`config.mk`:
```
export PLATFORM = sky130hd
export DESIGN_NAME = idli_sqi_shift_m
export DESIGN_NICKNAME = d
export VERILOG_FILES = /design/src/rtl/idli_pkg.sv /design/src/rtl/idli_nib_ctr_m.sv /design/src/rtl/idli_sqi_shift_m.sv
export SDC_FILE = /design/constraint.sdc
export NUM_CORES = 1
export LEC_CHECK = 0
export CAP_MARGIN = 20
export CELL_PAD_IN_SITES_DETAIL_PLACEMENT = 1
export CELL_PAD_IN_SITES_GLOBAL_PLACEMENT = 2
export CORE_MARGIN = 2
export CORE_UTILIZATION = 29
export DETAILED_ROUTE_END_ITERATION = 8
export PLACE_DENSITY_LB_ADDON = 0.1
export SYNTH_ARGS = -nofsm -noshare
export SYNTH_HDL_FRONTEND = slang
export SYNTH_SLANG_ARGS = --single-unit
```
`constraint.sdc`:
```
create_clock -name i_sqr_gck -period 1.7 [get_ports i_sqr_gck]
set_input_delay 0.34 -clock i_sqr_gck [delete_from_list [all_inputs] [get_ports i_sqr_gck]]
set_output_delay 0.34 -clock i_sqr_gck [all_outputs]
set_load 0.005 [all_outputs]
```
`src/rtl/idli_pkg.sv`:
```
// Shared state encoding and default word width for the idli SQI nibble shifter.
package idli_pkg;

  localparam int IDLI_DATA_W = 16;

  typedef enum logic [1:0] {
    IDLE = 2'd0,
    TURN = 2'd1,
    RX   = 2'd2,
    TX   = 2'd3
  } sqr_state_t;

endpackage

```
`src/rtl/idli_nib_ctr_m.sv`:
```
// Loadable down-counter with stall hold and zero flag; counts nibbles and turnaround cycles.
module idli_nib_ctr_m #(
  parameter int W = 2
) (
  input  logic         i_clk,
  input  logic         i_rst,
  input  logic         i_load,
  input  logic [W-1:0] i_load_val,
  input  logic         i_dec,
  output logic         o_zero
);

  logic [W-1:0] r_cnt;

  always_ff @(posedge i_clk) begin
    if (i_rst) begin
      r_cnt <= '0;
    end else if (i_load) begin
      r_cnt <= i_load_val;
    end else if (i_dec && !o_zero) begin
      r_cnt <= r_cnt - W'(1);
    end
  end

  assign o_zero = (r_cnt == '0);

endmodule

```
`src/rtl/idli_sqi_shift_m.sv`:
```
// SQI nibble shifter: parallel word <-> 4-bit serial stream in either nibble order.
// Receive turnaround (TURN state) is built only when IDLI_SQI_SHIFT_TURN_EN is defined.
module idli_sqi_shift_m
  import idli_pkg::*;
#(
  parameter int  DATA_W   = IDLI_DATA_W,
  parameter int  TURN_CYC = 2,
  localparam int CNT_W    = $clog2(DATA_W/4)
) (
  input  logic              i_sqr_gck,
  input  logic              i_sqr_rst,
  input  logic              i_sqr_start,
  input  logic              i_sqr_dir,
  input  logic              i_sqr_big,
  input  logic [CNT_W-1:0]  i_sqr_len,
  input  logic [DATA_W-1:0] i_sqr_pdata,
  input  logic [3:0]        i_sqr_sio,
  input  logic              i_sqr_stall,
  output logic [3:0]        o_sqr_sio,
  output logic              o_sqr_sio_oe,
  output logic              o_sqr_ready,
  output logic              o_sqr_done,
  output logic [DATA_W-1:0] o_sqr_pdata
);

  localparam int               TURN_W  = $clog2(TURN_CYC + 1);
  localparam int               CTR_W   = (CNT_W > TURN_W) ? CNT_W : TURN_W;
  localparam logic [CNT_W-1:0] LEN_MAX = CNT_W'(DATA_W/4 - 1);

  sqr_state_t        r_state;
  sqr_state_t        w_state_nxt;
  logic              r_big;
  logic              r_done;
  logic [CNT_W-1:0]  r_len;
  logic [DATA_W-1:0] r_shift;
  logic [DATA_W-1:0] r_pdata;

  logic              w_accept;
  logic              w_adv;
  logic              w_fin;
  logic              w_ctr_load;
  logic              w_ctr_dec;
  logic              w_ctr_zero;
  logic [CTR_W-1:0]  w_ctr_val;
  logic [CNT_W+1:0]  w_tx_pad;
  logic [CNT_W+1:0]  w_rx_pad;
  logic [DATA_W-1:0] w_rx_nxt;
  logic [DATA_W-1:0] w_rx_res;

  assign w_adv    = ~i_sqr_stall;
  assign w_accept = (r_state == IDLE) && i_sqr_start;

  // Unused high nibbles, in bits: big-endian TX left-aligns, little-endian RX right-aligns.
  assign w_tx_pad = {LEN_MAX - i_sqr_len, 2'b00};
  assign w_rx_pad = {LEN_MAX - r_len, 2'b00};
  assign w_rx_nxt = r_big ? {r_shift[DATA_W-5:0], i_sqr_sio}
                          : {i_sqr_sio, r_shift[DATA_W-1:4]};
  assign w_rx_res = r_big ? w_rx_nxt : (w_rx_nxt >> w_rx_pad);

  always_comb begin
    w_state_nxt = r_state;
    w_ctr_load  = 1'b0;
    w_ctr_val   = '0;
    w_ctr_dec   = 1'b0;
    w_fin       = 1'b0;
    case (r_state)
      IDLE: begin
        if (i_sqr_start) begin
          w_ctr_load = 1'b1;
          w_ctr_val  = CTR_W'(i_sqr_len);
          if (i_sqr_dir) begin
            w_state_nxt = TX;
`ifdef IDLI_SQI_SHIFT_TURN_EN
          end else if (TURN_CYC > 0) begin
            w_state_nxt = TURN;
            w_ctr_val   = CTR_W'(TURN_CYC - 1);
`endif
          end else begin
            w_state_nxt = RX;
          end
        end
      end
      TURN: begin
`ifdef IDLI_SQI_SHIFT_TURN_EN
        if (w_adv) begin
          if (w_ctr_zero) begin
            w_state_nxt = RX;
            w_ctr_load  = 1'b1;
            w_ctr_val   = CTR_W'(r_len);
          end else begin
            w_ctr_dec = 1'b1;
          end
        end
`else
        w_state_nxt = IDLE;
`endif
      end
      RX, TX: begin
        if (w_adv) begin
          if (w_ctr_zero) begin
            w_state_nxt = IDLE;
            w_fin       = 1'b1;
          end else begin
            w_ctr_dec = 1'b1;
          end
        end
      end
      default: w_state_nxt = IDLE;
    endcase
  end

  always_ff @(posedge i_sqr_gck) begin
    if (i_sqr_rst) begin
      r_state <= IDLE;
      r_done  <= 1'b0;
      r_big   <= 1'b0;
      r_len   <= '0;
      r_shift <= '0;
      r_pdata <= '0;
    end else begin
      r_state <= w_state_nxt;
      r_done  <= w_fin;
      if (w_accept) begin
        r_big   <= i_sqr_big;
        r_len   <= i_sqr_len;
        r_shift <= i_sqr_dir ? (i_sqr_big ? (i_sqr_pdata << w_tx_pad) : i_sqr_pdata) : '0;
      end else if (w_adv && (r_state == TX)) begin
        r_shift <= r_big ? (r_shift << 4) : (r_shift >> 4);
      end else if (w_adv && (r_state == RX)) begin
        r_shift <= w_rx_nxt;
      end
      if (w_fin && (r_state == RX)) begin
        r_pdata <= w_rx_res;
      end
    end
  end

  idli_nib_ctr_m #(
    .W (CTR_W)
  ) u_nib_ctr (
    .i_clk      (i_sqr_gck),
    .i_rst      (i_sqr_rst),
    .i_load     (w_ctr_load),
    .i_load_val (w_ctr_val),
    .i_dec      (w_ctr_dec),
    .o_zero     (w_ctr_zero)
  );

  assign o_sqr_ready  = (r_state == IDLE);
  assign o_sqr_sio_oe = (r_state == TX);
  assign o_sqr_sio    = o_sqr_sio_oe ? (r_big ? r_shift[DATA_W-1 -: 4] : r_shift[3:0]) : 4'h0;
  assign o_sqr_done   = r_done;
  assign o_sqr_pdata  = r_pdata;

endmodule

```
; After elaboration in Yosys (flattened, before gate mapping)
; Index checks and enable logic that the tools add are counted.
[classes]
n_addsub = 3
eq_ne = 6
n_shift = 2
mux = 27
bitwise_logic = 1
reduce_logical = 12
[op_table]
columns = operator, n
row1 = $mux W16, 8
row2 = $shl A16 B4 Y16, 1
row3 = $shr A16 B4 Y16, 1
row4 = $mux W2, 7
row5 = $mux W1, 9
row6 = $mux W4, 2
row7 = $pmux W2 S3, 1
row8 = $logic_and A1 B1 Y1, 5
row9 = $eq A2 B2 Y1 const B, 2
row10 = $logic_not A2 Y1, 2
row11 = $ne A2 B2 Y1 const B, 2
row12 = $sub A2 B2 Y2 const A, 2
row13 = $reduce_and A3 Y1, 1
row14 = $reduce_bool A3 Y1, 1
row15 = $eq A2 B1 Y1 const B, 1
row16 = $ne A2 B1 Y1 const B, 1
row17 = $reduce_bool A2 Y1, 1
row18 = $reduce_or A2 Y1, 1
row19 = $sub A2 B1 Y2 const B, 1
row20 = $logic_not A1 Y1, 1
row21 = $not A1 Y1, 1
[totals]
ff_bits = 40
in_bits = 28
out_inout_bits = 23
wordCells = 58

; Logic depth before layout (Yosys ltp)
; Gate-level depths: netlist (run 1).
[logic_depth]
word_depth = 7
mapped_depth = 8
depth_no_buf = 6

; Modules after synthesis
; A second synthesis (run 1) with hierarchy kept.
[unflattened]
cells_unflattened = 343
area_unflattened_um2 = 2700.1
[by_module_without_submodules]
columns = mod, n_inst, cells_each, area_per_inst_um2, seq_area_each_um2
row1 = idli_sqi_shift_m, 1, 329, 2573.7, 760.7
row2 = idli_nib_ctr_m, 1, 14, 126.4, 40.0

; Worst setup path after synthesis (run 1)
; Ideal clock, no wire load.
[synth_path]
kind = register -> output
startpoint = register r_big
endpoint = output port o_sqr_sio[0]
t_arrival_ns = 1.131
required_ns = 1.360
setup_slack_ns = 0.229
path_stages_with_launch = 6
cell_sequence = dfxtp_1 -> buf_2 -> buf_2 -> buf_4 -> mux2i_1 -> nor2_1
[synth_between]
elab_chain_cells = 2
[synth_lines]
columns = element, line
row1 = "start, declared", idli_sqi_shift_m.sv:32  ; logic r_big;
row2 = "start signal, assigned", idli_sqi_shift_m.sv:124  ; r_big <= i_sqr_big;
row3 = $mux W4 (2 in series), idli_sqi_shift_m.sv:151  ; assign o_sqr_sio = o_sqr_sio_oe ? (r_big ? r_shift[DATA_W-1 -: 4] : r_shift[3:0]) : 4'h0;
row4 = "end, declared", idli_sqi_shift_m.sv:19  ; output logic [3:0] o_sqr_sio,
; No other way between the ends.

; Final worst setup path (run 1)
[layout_path]
startpoint = register r_big
endpoint = register r_shift[13]
[layout_between]
elab_chain_cells = 4
word_cells_on_any_way = 5
cone_classes = mux: 5
[layout_lines]
columns = element, line
row1 = $mux W16, idli_sqi_shift_m.sv:56  ; assign w_rx_nxt = r_big ? {r_shift[DATA_W-5:0], i_sqr_sio}
row2 = $mux W16, idli_sqi_shift_m.sv:129  ; end else if (w_adv && (r_state == RX)) begin
row3 = $mux W16 *, idli_sqi_shift_m.sv:127  ; end else if (w_adv && (r_state == TX)) begin
row4 = $mux W16 *, idli_sqi_shift_m.sv:123  ; if (w_accept) begin
row5 = "end signal, assigned", idli_sqi_shift_m.sv:126  ; r_shift <= i_sqr_dir ? (i_sqr_big ? (i_sqr_pdata << w_tx_pad) : i_sqr_pdata) : '0;
row6 = "end signal, assigned", idli_sqi_shift_m.sv:128  ; r_shift <= r_big ? (r_shift << 4) : (r_shift >> 4);
row7 = "end signal, assigned", idli_sqi_shift_m.sv:130  ; r_shift <= w_rx_nxt;
row8 = "end, declared", idli_sqi_shift_m.sv:35  ; logic [DATA_W-1:0] r_shift;
; Mark *: on every way between the ends. The rest lies on a longest branch, timed or not. The select of a mux whose other input is x is not followed.
; A chain may end at the register's enable or synchronous reset.

==> impl_metrics.toml, run 1 <==
[yosys]
muxShareOfSynthArea_pct = 11.4
syn_inst = 323
synth_cell_types = 41
synth.avg_cell_area_um2 = 7.82
ys_seq_area_share_pct = 31.7
syn-num-nets = 353
ys_seq_elements = 40
synth-edff-count = 0
synth_ff_type = "dfxtp_1"
ys.warnings.count = 0
synth-xor-area-share_pct = 0.694
synth-simple-area-share_pct = 19.9
synthAdderAreaFrac_pct = 0.991
synth_top_family_by_area = "compound AO/OA/AOI/OAI gates"
synthArstFlopShare_pct = 0
synth-compound-area-share_pct = 27.8
syn-cell-area_um2 = 2520

[sta]
slew_headroom_pct = 73.7
post-route-min-period_ns = 1.63
rsz0062_at_grt = "no"
final_hold_viol_count = 0
max_freq_ghz = 0.612
clock_skew_ns = 0.0106
worstMarginPinSlew_ns = 0.395
setup_viol = 0
fin_ws_ns = 0.0659
drv_slew = 0
period_share_pct = 96.1

[placement]
gp_congestion = 0.861
post-place-ws_ns = -0.220
port_buffers = 50
hpwl_mm = 7.09

[die]
fp-row-count = 34
die_w_um = 97.3
start_util_pct = 29.4
die_h_um = 97.3
dieArea_um2 = 9470
io_pins = 51
core-area_um2 = 8590

[pwr]
powerDensity_nw_per_um2 = 679
ir_drop_v = 0.000319
p_leak_nw = 1.34

[worst_setup_path]
crit_arrival_ns = 1.87
cp-start-kind = "flip-flop"
critPathMaxFanout = 5
cp.required_ns = 1.94
cp-end-kind = "flip-flop"
crit_type = "flip-flop to flip-flop"

[cts]
cts.clk_slew.worst_paths_ns = 0.08
cts.path.max_buffers = 2
cts_hold_buf = 0
cts_buffers = 5
cts_tree = "yes"
htreeDepth = 2
clock_latency_ns = 0.30
clock_sink_count = 40
clock-root-buffer = "clkbuf_8"

[grt]
grt_max_degree = 29
antenna_found_initial = 0
overflow = 0
grt.total_usage_pct = 19.5
first_global_vias = 2788
grt_pass1_wl_mm = 15.0

[route]
vias_per_cell = 5.32
via_count = 2721
ant_nets = 0
routed_wl_mm = 9.03
wire_per_inst_um = 17.7
drt_iter0_markers = 123
remaining_drc_errors = 0
first_pass_iters = 5

[run_status]
status = "completed"

[flow_run]
maxCapViolations = 0

[finish]
syn_to_final_growth_pct = 41.3
multi_input_area_um2 = 1580
fillers = 1060
layout_common_cells = "clkdlybuf4s50_1, buf_4, nand2_1"
layout.nets = 433
seqCellArea_um2 = 812
finish.utilization_pct = 41.5
antenna_cells = 0
drive_above_1_share_pct = 20.6

[hold_path]
hp-class = "flip-flop to flip-flop"
## logic make-up after synthesis
| group | count (synthesis) |
|---|---|
| compound gates | 108 |
| xor+xnor | 2 |
| buf+inv | 35 |
| flops | 40 |
| mux | 28 |
| fa+ha+maj | 2 |
| simple gates | 108 |
## cell type report
class	instances	share of cell area, %
clock inverters	1	0.140
clock buffers	6	2.03
multi-input cells	248	44.3
repair buffers	101	26.2
flip-flops and latches	40	22.8
well taps	108	3.79
inverters	7	0.736
## metal layers
layer,share of wire (%),GRT usage [%]
met5,0,0
met4,0.87,4.17
met3,2.6,2.45
met2,48,34.1
met1,49,25.8
## Yosys cell counts, types with 4 or more instances
cell type	instances	area, um^2
a21oi_1	32	160
a221oi_1	4	35.0
a222oi_1	4	40.0
a22oi_1	5	37.5
a311oi_1	4	35.0
a31oi_1	4	25.0
buf_2	14	70.1
buf_4	4	30.0
clkbuf_1	7	26.3
dfxtp_1	40	801
inv_1	7	26.3
mux2_2	7	78.8
mux2i_1	21	210
nand2_1	42	158
nand2b_1	6	37.5
nand4_1	4	25.0
nor2_1	34	128
nor3_1	5	25.0
nor4_1	4	25.0
o211ai_1	5	37.5
o21ai_0	23	115
o22ai_1	12	75.1
o311a_1	4	40.0
## flip-flops by register name, summed over array words and instances (netlist names)
signal	flops
r_big	1
o_sqr_done	1
r_state	2
r_shift	16
u_nib_ctr.r_cnt	2
o_sqr_pdata	16
r_len	2
## worst max-delay path: stages, from the launching register on
cell and delay (ns):
dfxtp_4 0.37, buf_6 0.13, buf_4 0.13, buf_4 0.14, nor2_1 0.23, nand2_1 0.09
a31oi_1 0.28, o311a_1 0.21
## through the flow
stage	area [um^2]	TNS (ns)	power [W]	cells	hold slack, ns
2_1_floorplan	2520	0	0.00145	323	0.448
3_3_place_gp	3390	-4.05	0.00179	500	0.449
3_5_place_dp	3390	-4.81	0.00179	500	0.455
4_1_cts	3510	0	0.00243	510	0.466
5_1_grt	3570	0	0.00257	511	0.493
6_report	3570	0	0.00242	511	0.465
## repair_timing
action / in CTS / in global routing
pin swaps: 0 / 1
setup endpoints to repair: 7 / 16
gates resized for setup: 14 / 17
buffers inserted: 3 / 1
## where the power goes
part           switching (W)  internal [W]
clock network       0.000335      0.000280
registers          0.0000551      0.000998
logic               0.000373      0.000382
total               0.000763       0.00166
## path summary, 6_finish.rpt
kind / start / to / cells past startpoint / slack [ns]
worst max-delay path: r_big / r_shift[13] / 7 / 0.07
worst max register to register: r_big / r_shift[13] / 7 / 0.07
worst min-delay path: o_sqr_pdata[6] / o_sqr_pdata[6] / 2 / 0.46
worst min register to register: o_sqr_pdata[6] / o_sqr_pdata[6] / 2 / 0.46
Power figures use the tool's default switching activity.
==> run 2, diff against run 1 <==
- ABC_CLOCK_PERIOD_IN_PS: not set -> 1700
==> results of run 2 <==
Final layout, timing and power as in run 1 (identical DEF).
